<file path="config.mk">
export PLATFORM = sky130hd
export DESIGN_NAME = ram_arbiter
export DESIGN_NICKNAME = d
export VERILOG_FILES = /design/src/rtl/arb_pkg.sv /design/src/rtl/ram_arbiter_wait_counter.sv /design/src/rtl/ram_arbiter.sv
export SDC_FILE = /design/constraint.sdc
export NUM_CORES = 1
export LEC_CHECK = 0
export CAP_MARGIN = 20
export CORE_ASPECT_RATIO = 0.7
export CORE_UTILIZATION = 28
export DETAILED_ROUTE_END_ITERATION = 10
export HOLD_SLACK_MARGIN = 0.06
export PLACE_DENSITY = 0.72
export SYNTH_ARGS = -nofsm -noshare
export SYNTH_HDL_FRONTEND = slang
export SYNTH_SLANG_ARGS = --single-unit
</file>
<file path="constraint.sdc">
create_clock -name clk -period 4 [get_ports clk]
set_input_delay 0.8 -clock clk [delete_from_list [all_inputs] [get_ports clk]]
set_output_delay 0.8 -clock clk [all_outputs]
set_load 0.01 [all_outputs]
</file>
<file path="src/rtl/arb_pkg.sv">
// Shared types and defaults for the RAM arbiter slice.
//   owner_e     : read-return / last-grant owner (NONE, CPU, LDR)
//   arb_state_e : arbitration mode (RR, LOCKED)
//   ARB_ADDR_W / ARB_DATA_W : default RAM geometry used by the CPU top and RAM
//   WAIT_W      : width of the starvation counter (MAX_WAIT up to 15)
//   CONF_W      : width of the saturating conflict counter
package arb_pkg;

   localparam int unsigned ARB_ADDR_W = 8;
   localparam int unsigned ARB_DATA_W = 16;
   localparam int unsigned WAIT_W     = 4;
   localparam int unsigned CONF_W     = 8;

   typedef enum logic [1:0] {
      NONE = 2'd0,
      CPU  = 2'd1,
      LDR  = 2'd2
   } owner_e;

   typedef enum logic {
      RR     = 1'b0,
      LOCKED = 1'b1
   } arb_state_e;

endpackage

</file>
<file path="src/rtl/ram_arbiter_wait_counter.sv">
// Starvation counter for the loader burst lock.
// Ports:
//   clk_i  : clock
//   rst_i  : synchronous active-high reset
//   clr_i  : clear count (wins over increment)
//   inc_i  : count one more CPU-denied cycle
//   hit_o  : count has reached MAX_WAIT
module ram_arbiter_wait_counter
   import arb_pkg::*;
#(
   parameter int unsigned MAX_WAIT = 4
) (
   input  logic clk_i,
   input  logic rst_i,
   input  logic clr_i,
   input  logic inc_i,
   output logic hit_o
);

   localparam logic [WAIT_W-1:0] MAX_C = WAIT_W'(MAX_WAIT);

   logic [WAIT_W-1:0] cnt_q;
   logic [WAIT_W-1:0] cnt_d;

   assign hit_o = (cnt_q == MAX_C);

   always_comb begin
      cnt_d = cnt_q;
      if (clr_i) begin
         cnt_d = '0;
      end else if (inc_i && !hit_o) begin
         cnt_d = cnt_q + WAIT_W'(1);
      end
   end

   always_ff @(posedge clk_i) begin
      if (rst_i) begin
         cnt_q <= '0;
      end else begin
         cnt_q <= cnt_d;
      end
   end

endmodule

</file>
<file path="src/rtl/ram_arbiter.sv">
// Two-master arbiter in front of the single-port instruction/data RAM.
// Ports:
//   clk, rst                 : clock, synchronous active-high reset
//   cpu_req/we/addr/wdata    : CPU access request
//   cpu_gnt                  : CPU access issued this cycle
//   cpu_rvalid/rdata         : CPU read response (one cycle after grant)
//   ldr_req/we/lock/addr/wdata : loader request and burst lock
//   ldr_gnt                  : loader access issued this cycle
//   ldr_rvalid/rdata         : loader read response
//   ram_w_en, ram_r_addr, ram_w_addr, ram_w_data : RAM drive (granted access)
//   ram_r_data               : RAM read data, one cycle after address
//   conflict_cnt             : saturating count of cycles with both requesting
module ram_arbiter
   import arb_pkg::*;
#(
   parameter int unsigned ADDR_W   = ARB_ADDR_W,
   parameter int unsigned DATA_W   = ARB_DATA_W,
   parameter int unsigned MAX_WAIT = 4
) (
   input  logic              clk,
   input  logic              rst,
   input  logic              cpu_req,
   input  logic              cpu_we,
   input  logic [ADDR_W-1:0] cpu_addr,
   input  logic [DATA_W-1:0] cpu_wdata,
   output logic              cpu_gnt,
   output logic              cpu_rvalid,
   output logic [DATA_W-1:0] cpu_rdata,
   input  logic              ldr_req,
   input  logic              ldr_we,
   input  logic              ldr_lock,
   input  logic [ADDR_W-1:0] ldr_addr,
   input  logic [DATA_W-1:0] ldr_wdata,
   output logic              ldr_gnt,
   output logic              ldr_rvalid,
   output logic [DATA_W-1:0] ldr_rdata,
   output logic              ram_w_en,
   output logic [ADDR_W-1:0] ram_r_addr,
   output logic [ADDR_W-1:0] ram_w_addr,
   output logic [DATA_W-1:0] ram_w_data,
   input  logic [DATA_W-1:0] ram_r_data,
   output logic [CONF_W-1:0] conflict_cnt
);

   arb_state_e        state_q, state_d;
   owner_e            last_owner_q, last_owner_d;
   owner_e            rd_owner_q, rd_owner_d;
   logic [DATA_W-1:0] cpu_rdata_q, ldr_rdata_q;
   logic [CONF_W-1:0] conf_q;

   logic cpu_win, ldr_win;
   logic wait_hit, wait_inc, wait_clr;

   ram_arbiter_wait_counter #(
      .MAX_WAIT (MAX_WAIT)
   ) u_wait (
      .clk_i (clk),
      .rst_i (rst),
      .clr_i (wait_clr),
      .inc_i (wait_inc),
      .hit_o (wait_hit)
   );

   // Grant selection
   always_comb begin
      cpu_win = 1'b0;
      ldr_win = 1'b0;
      if (state_q == RR) begin
         if (cpu_req && ldr_req) begin
            if (last_owner_q == LDR) cpu_win = 1'b1;
            else                     ldr_win = 1'b1;
         end else begin
            cpu_win = cpu_req;
            ldr_win = ldr_req;
         end
      end else begin
         if (ldr_req) begin
            // Starvation guard overrides the lock for exactly one cycle.
            if (cpu_req && wait_hit) cpu_win = 1'b1;
            else                     ldr_win = 1'b1;
         end else begin
            cpu_win = cpu_req;
         end
      end
   end

   // Outputs, RAM drive and next state
   always_comb begin
      cpu_gnt      = cpu_win & ~rst;
      ldr_gnt      = ldr_win & ~rst;
      ram_w_en     = 1'b0;
      ram_r_addr   = '0;
      ram_w_addr   = '0;
      ram_w_data   = '0;
      state_d      = state_q;
      last_owner_d = last_owner_q;
      rd_owner_d   = NONE;

      if (cpu_gnt) begin
         ram_w_en     = cpu_we;
         ram_r_addr   = cpu_addr;
         ram_w_addr   = cpu_addr;
         ram_w_data   = cpu_wdata;
         last_owner_d = CPU;
         if (!cpu_we) rd_owner_d = CPU;
      end else if (ldr_gnt) begin
         ram_w_en     = ldr_we;
         ram_r_addr   = ldr_addr;
         ram_w_addr   = ldr_addr;
         ram_w_data   = ldr_wdata;
         last_owner_d = LDR;
         if (!ldr_we) rd_owner_d = LDR;
      end

      unique case (state_q)
         RR:      if (ldr_gnt && ldr_lock) state_d = LOCKED;
         LOCKED:  if (!ldr_lock)           state_d = RR;
         default: state_d = RR;
      endcase

      // The counter only lives while locked; leaving LOCKED starts the next
      // burst with a fresh budget.
      wait_inc = (state_q == LOCKED) && cpu_req && !cpu_gnt;
      wait_clr = cpu_gnt || (state_d == RR);

      cpu_rvalid = ~rst && (rd_owner_q == CPU);
      ldr_rvalid = ~rst && (rd_owner_q == LDR);
      cpu_rdata  = rst ? '0 : (cpu_rvalid ? ram_r_data : cpu_rdata_q);
      ldr_rdata  = rst ? '0 : (ldr_rvalid ? ram_r_data : ldr_rdata_q);
   end

   assign conflict_cnt = conf_q;

   always_ff @(posedge clk) begin
      if (rst) begin
         state_q      <= RR;
         last_owner_q <= LDR;
         rd_owner_q   <= NONE;
         cpu_rdata_q  <= '0;
         ldr_rdata_q  <= '0;
         conf_q       <= '0;
      end else begin
         state_q      <= state_d;
         last_owner_q <= last_owner_d;
         rd_owner_q   <= rd_owner_d;
         if (rd_owner_q == CPU) cpu_rdata_q <= ram_r_data;
         if (rd_owner_q == LDR) ldr_rdata_q <= ram_r_data;
         if (cpu_req && ldr_req && (conf_q != '1)) conf_q <= conf_q + 1'b1;
      end
   end

endmodule

</file>
-- After elaboration in Yosys (flattened, before gate mapping)
Index checks and enable logic that the tools add are counted.
Widths: inputs -> output; s select.
- register bits after elaboration: 49
- bits in latches: 0
- bits in writable memories: 0
- memory bits (read-only): 0
- bits of input ports: 71
- logic and storage cells: 62
- memories kept: 0
- add/sub/neg operators: 2
- multiply operators: 0
- divide/modulo/power cells: 0
- order comparisons: 0
- eq/ne operators: 5
- shifts and indexed selects: 0
- multiplexer cells: 29
- bitwise logic cells: 5
- reductions and logical operators: 14
- operator list (kind ; number):
    $mux 16 ; 6
    $mux 8 ; 2
    $mux 1 ; 15
    $mux 2 ; 5
    $logic_and 1x1->1 ; 9
    $add 8x1->8 const B ; 1
    $ne 8x8->1 const B ; 1
    $add 4x1->4 const B ; 1
    $eq 2x2->1 const B ; 2
    $eq 4x3->1 const B ; 1
    $not 1->1 ; 3
    $and 1x1->1 ; 2
    $eq 2x1->1 const B ; 1
    $logic_not 1->1 ; 2
    $pmux 1 s2 ; 1
    $reduce_bool 2->1 ; 1
    $reduce_or 2->1 ; 1
    $logic_or 1x1->1 ; 1

-- Depth between registers and ports, before layout
- word-level depth: 12
- mapped depth: 9
- gate-level depth less buffers: 6

-- Hierarchy
From an unflattened synthesis, not the netlist that was laid out.
- cells, all modules: 314
- area total of the unflattened synthesis: 2499.9 um^2
- by module, submodules not included (module ; times used ; cells an instance ; area an instance (um^2) ; seq. area each (um^2)):
    ram_arbiter ; 1 ; 289 ; 2270.9 ; 900.9
    ram_arbiter_wait_counter ; 1 ; 25 ; 229.0 ; 80.1

-- Least setup slack after synthesis
OpenSTA, ideal clock, no wires.
- path kind: input port to output port
- from: in ldr_req
- to: out ram_w_addr[4]
- data arrival time: 1.923 ns
- data required time: 3.200 ns
- slack: 1.277 ns
- cell stages on the path: 5
- buffers on the path: 3
- cells stage by stage: clkbuf_2 > nor3b_2 > buf_4 > a22o_1 > buf_4
- longest elaborated chain between the ends: 6
- elaborated cells between the ends (all ways): 11
- those cells by class: mux: 8; bitwise: 2; reduce/logical: 1
- RTL lines (what ; line ; source):
    from (decl) ; ram_arbiter.sv:29 ; input logic ldr_req,
    $logic_and 1x1->1 ; ram_arbiter.sv:69 ; if (cpu_req && ldr_req) begin
    $mux 1 ; ram_arbiter.sv:69 ;
    $mux 1 * ; ram_arbiter.sv:68 ; if (state_q == RR) begin
    $and 1x1->1 * ; ram_arbiter.sv:90 ; ldr_gnt = ldr_win & ~rst;
    net ldr_gnt ; ram_arbiter.sv:34 ; output logic ldr_gnt,
    $mux 8 * (2 in a row) ; n/a ;
    to (decl) ; ram_arbiter.sv:39 ; output logic [ADDR_W-1:0] ram_w_addr,
The timed path passes the listed nets; every way through them passes the cells marked *.

-- Worst setup path in the final report
- from: in cpu_req
- to: out ram_w_addr[2]
- longest elaborated chain between the ends: 7
- elaborated cells between the ends (all ways): 14
- those cells by class: mux: 10; bitwise: 2; reduce/logical: 2
- RTL lines (what ; line ; source):
    from (decl) ; ram_arbiter.sv:22 ; input logic cpu_req,
    $logic_and 1x1->1 ; ram_arbiter.sv:79 ; if (cpu_req && wait_hit) cpu_win = 1'b1;
    $mux 1 ; ram_arbiter.sv:79 ;
    $mux 1 ; ram_arbiter.sv:77 ; if (ldr_req) begin
    $mux 1 ; ram_arbiter.sv:68 ;
    $and 1x1->1 ; ram_arbiter.sv:90 ;
    $mux 8 ; ram_arbiter.sv:106 ; end else if (ldr_gnt) begin
    $mux 8 * ; ram_arbiter.sv:99 ; if (cpu_gnt) begin
Every way passes the cells marked *; elsewhere a longest branch is shown, timed or not.

==> impl_metrics.toml <==
[worst_setup_path]
cp_cell_sequence = "clkdlybuf4s50_1 > inv_1 > a31oi_4 > and2_4 > a22o_2 > clkdlybuf4s50_1"
max_stage_delay_ns = 0.57
critPathLaunchType = "primary input"
cp_common_cell = "clkdlybuf4s50_1"
cp_slowest_cell = "clkdlybuf4s50_1"
crit_buf_inv = 3
cp_data_required_time_ns = 3.20
critPathTopFamily = "buffers and inverters"
timing.setup.critical_path_class = "primary input to primary output"
crit_path_end_kind = "primary output"
arrival_ns = 2.80
worstPathMaxFanout = 26

[cts]
clk_latency_ns = 0.28
cts_buffer_depth = 2
postCtsResizedCells = 0
numCtsBuffers = 5
cts_hold_buf = 0
tritoncts = "yes"
cts.sink_count = 49
postCtsSetupRepairBufs = 0
htreeDepth = 2
root_buffer = "clkbuf_16"
clk_pin_slew_ns = 0.06

[power_and_ir_drop]
switching_share_pct = 24.5
p_switching_w = 0.000290
pwr-share-clk_pct = 33.9
share_seq_of_total_power_pct = 43.0
powerDensity_nw_per_um2 = 289
intPower_w = 0.000894
power_leakage_nw = 1.46
ir_worst_vdd_mv = 0.155
p_comb_share_pct = 23.1

[global_route]
gr-usage-all-layers_pct = 16.8
overflow = 0
grt_max_degree = 44
grt_pass1_wl_um = 12100
antenna_found_initial = 0
grt_pass1_vias = 2429

[floorplan]
rows = 28
io_pins = 148
fp.dieArea_sq_um = 9340
core_area_sq_um = 8580
start_util_pct = 29.2
die_w_um = 115
die_h_um = 81.2

[flow_run]
max-cap-violations = 0

[yosys]
synthMuxAreaShare_pct = 1.20
synthAdderAreaFrac_pct = 1.50
synth_top_area_share_pct = 39.1
synth_compound_area_share_pct = 27.6
syn_nets = 387
ys_ff_latch = 49
synth_area_leaders = "dfxtp_1, a21oi_1, nand2_1"
yosysWarnings = 0
synthesis.area_sq_um = 2510
synth_simple_gate_area_share_pct = 19.2
netlist_instances = 313
syn_area_per_cell_sq_um = 8.01
synth_top_family_by_area = "compound AO/OA/AOI/OAI gates"
synth_area_leader_cell = "dfxtp_1"
ys_seq_area_share_pct = 39.1
synth_cell_type_count = 40
synthXorXnorAreaFrac_pct = 2.45

[timing]
clock.fmax_mhz = 278
finalMaxSlewViolations = 0
min_period_ns = 3.60
slew_headroom_pct = 49.6
rsz0062_at_grt = "false"
setup_tns_ns = 0
worst_pin_slew_ns = 0.756
finClkSkew_ns = 0.00436
finalHoldViolCount = 0
setup_viol = 0
period_share_pct = 90.0

[place]
dp_hpwl_um = 6060
placedCellCount = 553
routabilityCongestion = 0.829
portBuffers = 147

[hold_path]
hold_class = "flip-flop to flip-flop"

[layout]
final_layout_size_suffix_gt1_share_pct = 6.58
final_cell_count_no_fill = 561
area_delta_synth_final_pct = 63.4
antenna_cells = 0
final_nets = 514

[status]
status = "completed"

[routing]
vias_per_cell = 4.82
via_count = 2704
drc_errors = 0
post_drt_wl_per_cell_um = 14.6
detail-route-antenna-nets = 0
drt_iter0_markers = 114
routed_wl_um = 8160
first_pass_iters = 4
[path summary, 6_finish.rpt]
kind                   startpoint              to  slack (ns)  depth (start not counted)
setup / recovery          cpu_req   ram_w_addr[2]        0.40                          6
hold / removal     ldr_rdata_q[7]  ldr_rdata_q[7]        0.46                          2
setup reg to reg  u_wait.cnt_q[0]   rd_owner_q[1]        2.31                          7
hold reg to reg    ldr_rdata_q[7]  ldr_rdata_q[7]        0.46                          2
[registers in the layout, summed over array words and instances, names as in the netlist]
register      flops
conflict_cnt      8
state_q           1
rd_owner_q        2
last_owner_q      2
u_wait.cnt_q      4
ldr_rdata_q      16
cpu_rdata_q      16
[per-stage QoR]
stage | utilization, % | total power [W] | hold WS [ns] | cell area, sq um | setup WS, ns
2_1_floorplan | - | 0.000643 | 0.444 | 2510 | 1.28
3_3_place_gp | 46.1 | 0.000792 | 0.450 | 3960 | 0.429
3_5_place_dp | 46.1 | 0.000794 | 0.458 | 3960 | 0.396
4_1_cts | 47.7 | 0.00120 | 0.466 | 4100 | 0.391
5_1_grt | 47.7 | 0.00125 | 0.488 | 4100 | 0.317
6_report | 47.7 | 0.00118 | 0.462 | 4100 | 0.401
[cell usage after synthesis]
library cell,n
a21oi_1,66
nand2_1,66
dfxtp_1,49
clkbuf_1,17
nor2_1,15
a22o_2,13
a22o_1,12
buf_4,9
xor2_1,6
inv_1,5
nand3_1,5
nand2b_1,4
and2_1,3
buf_12,3
ha_1,3
mux2i_1,3
nor2b_1,3
nor3_1,3
o21ai_0,3
nand4_1,2
o2111ai_1,2
o211ai_1,2
o21a_1,2
a21o_1,1
a221oi_1,1
a31oi_4,1
a41oi_1,1
and2_0,1
and2_4,1
and3_1,1
buf_1,1
buf_2,1
clkbuf_2,1
nand3b_1,1
nand4b_1,1
nor3b_2,1
o211a_1,1
o31a_1,1
or3b_4,1
xnor2_1,1
[cell type report]
| class | instances | area [sq um] |
|---|---|---|
| Fill cell | 865 | 4490 |
| Sequential cell | 49 | 981 |
| Inverter | 5 | 18.8 |
| Tap cell | 120 | 150 |
| Clock inverter | 1 | 7.51 |
| Multi-Input combinational cell | 227 | 1300 |
| Timing Repair Buffer | 152 | 1500 |
| Clock buffer | 7 | 133 |
[per-layer routing]
layer  global-route usage [%]  vias to the layer above  part of all wire [%]
met3                     5.60                        2                   8.6
met1                     21.5                     1257                    46
met4                     2.47                        0                  0.20
li1                         -                     1340                     -
met5                        0                        -                     0
met2                     28.1                      105                    45
[worst reg2reg max path: stages, from the launching register on]
cell and delay (ns):
dfxtp_1 0.42, inv_1 0.07, ha_1 0.21, nand4b_1 0.20, a21oi_1 0.11, nor3b_2 0.16
buf_4 0.30, nor2b_1 0.17
[power groups by stage]
stage	Combinational (W)	Clock, W	Sequential [W]
floorplan	0.000124	0	0.000519
global placement	0.000274	0	0.000519
detailed placement	0.000274	0	0.000520
CTS	0.000277	0.000417	0.000509
global route	0.000293	0.000443	0.000510
finish	0.000274	0.000401	0.000509
[kinds of logic (layout without fill, tap and decap cells)]
kind of cell | count (synthesis) | in the layout
AO/OA/AOI/OAI | 106 | 106
AND/OR/NAND/NOR | 108 | 108
XOR/XNOR | 7 | 7
buffers and inverters | 37 | 165
adder cells (fa/ha/maj) | 3 | 3
multiplexers | 3 | 3
flip-flops | 49 | 49
[cell usage in the layout, fill, tap and decap left out, drive strengths merged]
| cell type | instances |
|---|---|
| a21o | 1 |
| a21oi | 66 |
| a221oi | 1 |
| a22o | 25 |
| a31oi | 1 |
| a41oi | 1 |
| and2 | 5 |
| and3 | 1 |
| buf | 6 |
| clkbuf | 7 |
| clkdlybuf4s50 | 146 |
| clkinvlp | 1 |
| dfxtp | 49 |
| ha | 3 |
| inv | 5 |
| mux2i | 3 |
| nand2 | 66 |
| nand2b | 4 |
| nand3 | 5 |
| nand3b | 1 |
| nand4 | 2 |
| nand4b | 1 |
| nor2 | 15 |
| nor2b | 3 |
| nor3 | 3 |
| nor3b | 1 |
| o2111ai | 2 |
| o211a | 1 |
| o211ai | 2 |
| o21a | 2 |
| o21ai | 3 |
| o31a | 1 |
| or3b | 1 |
| xnor2 | 1 |
| xor2 | 6 |
No activity file was read; power rests on OpenSTA's default activity.
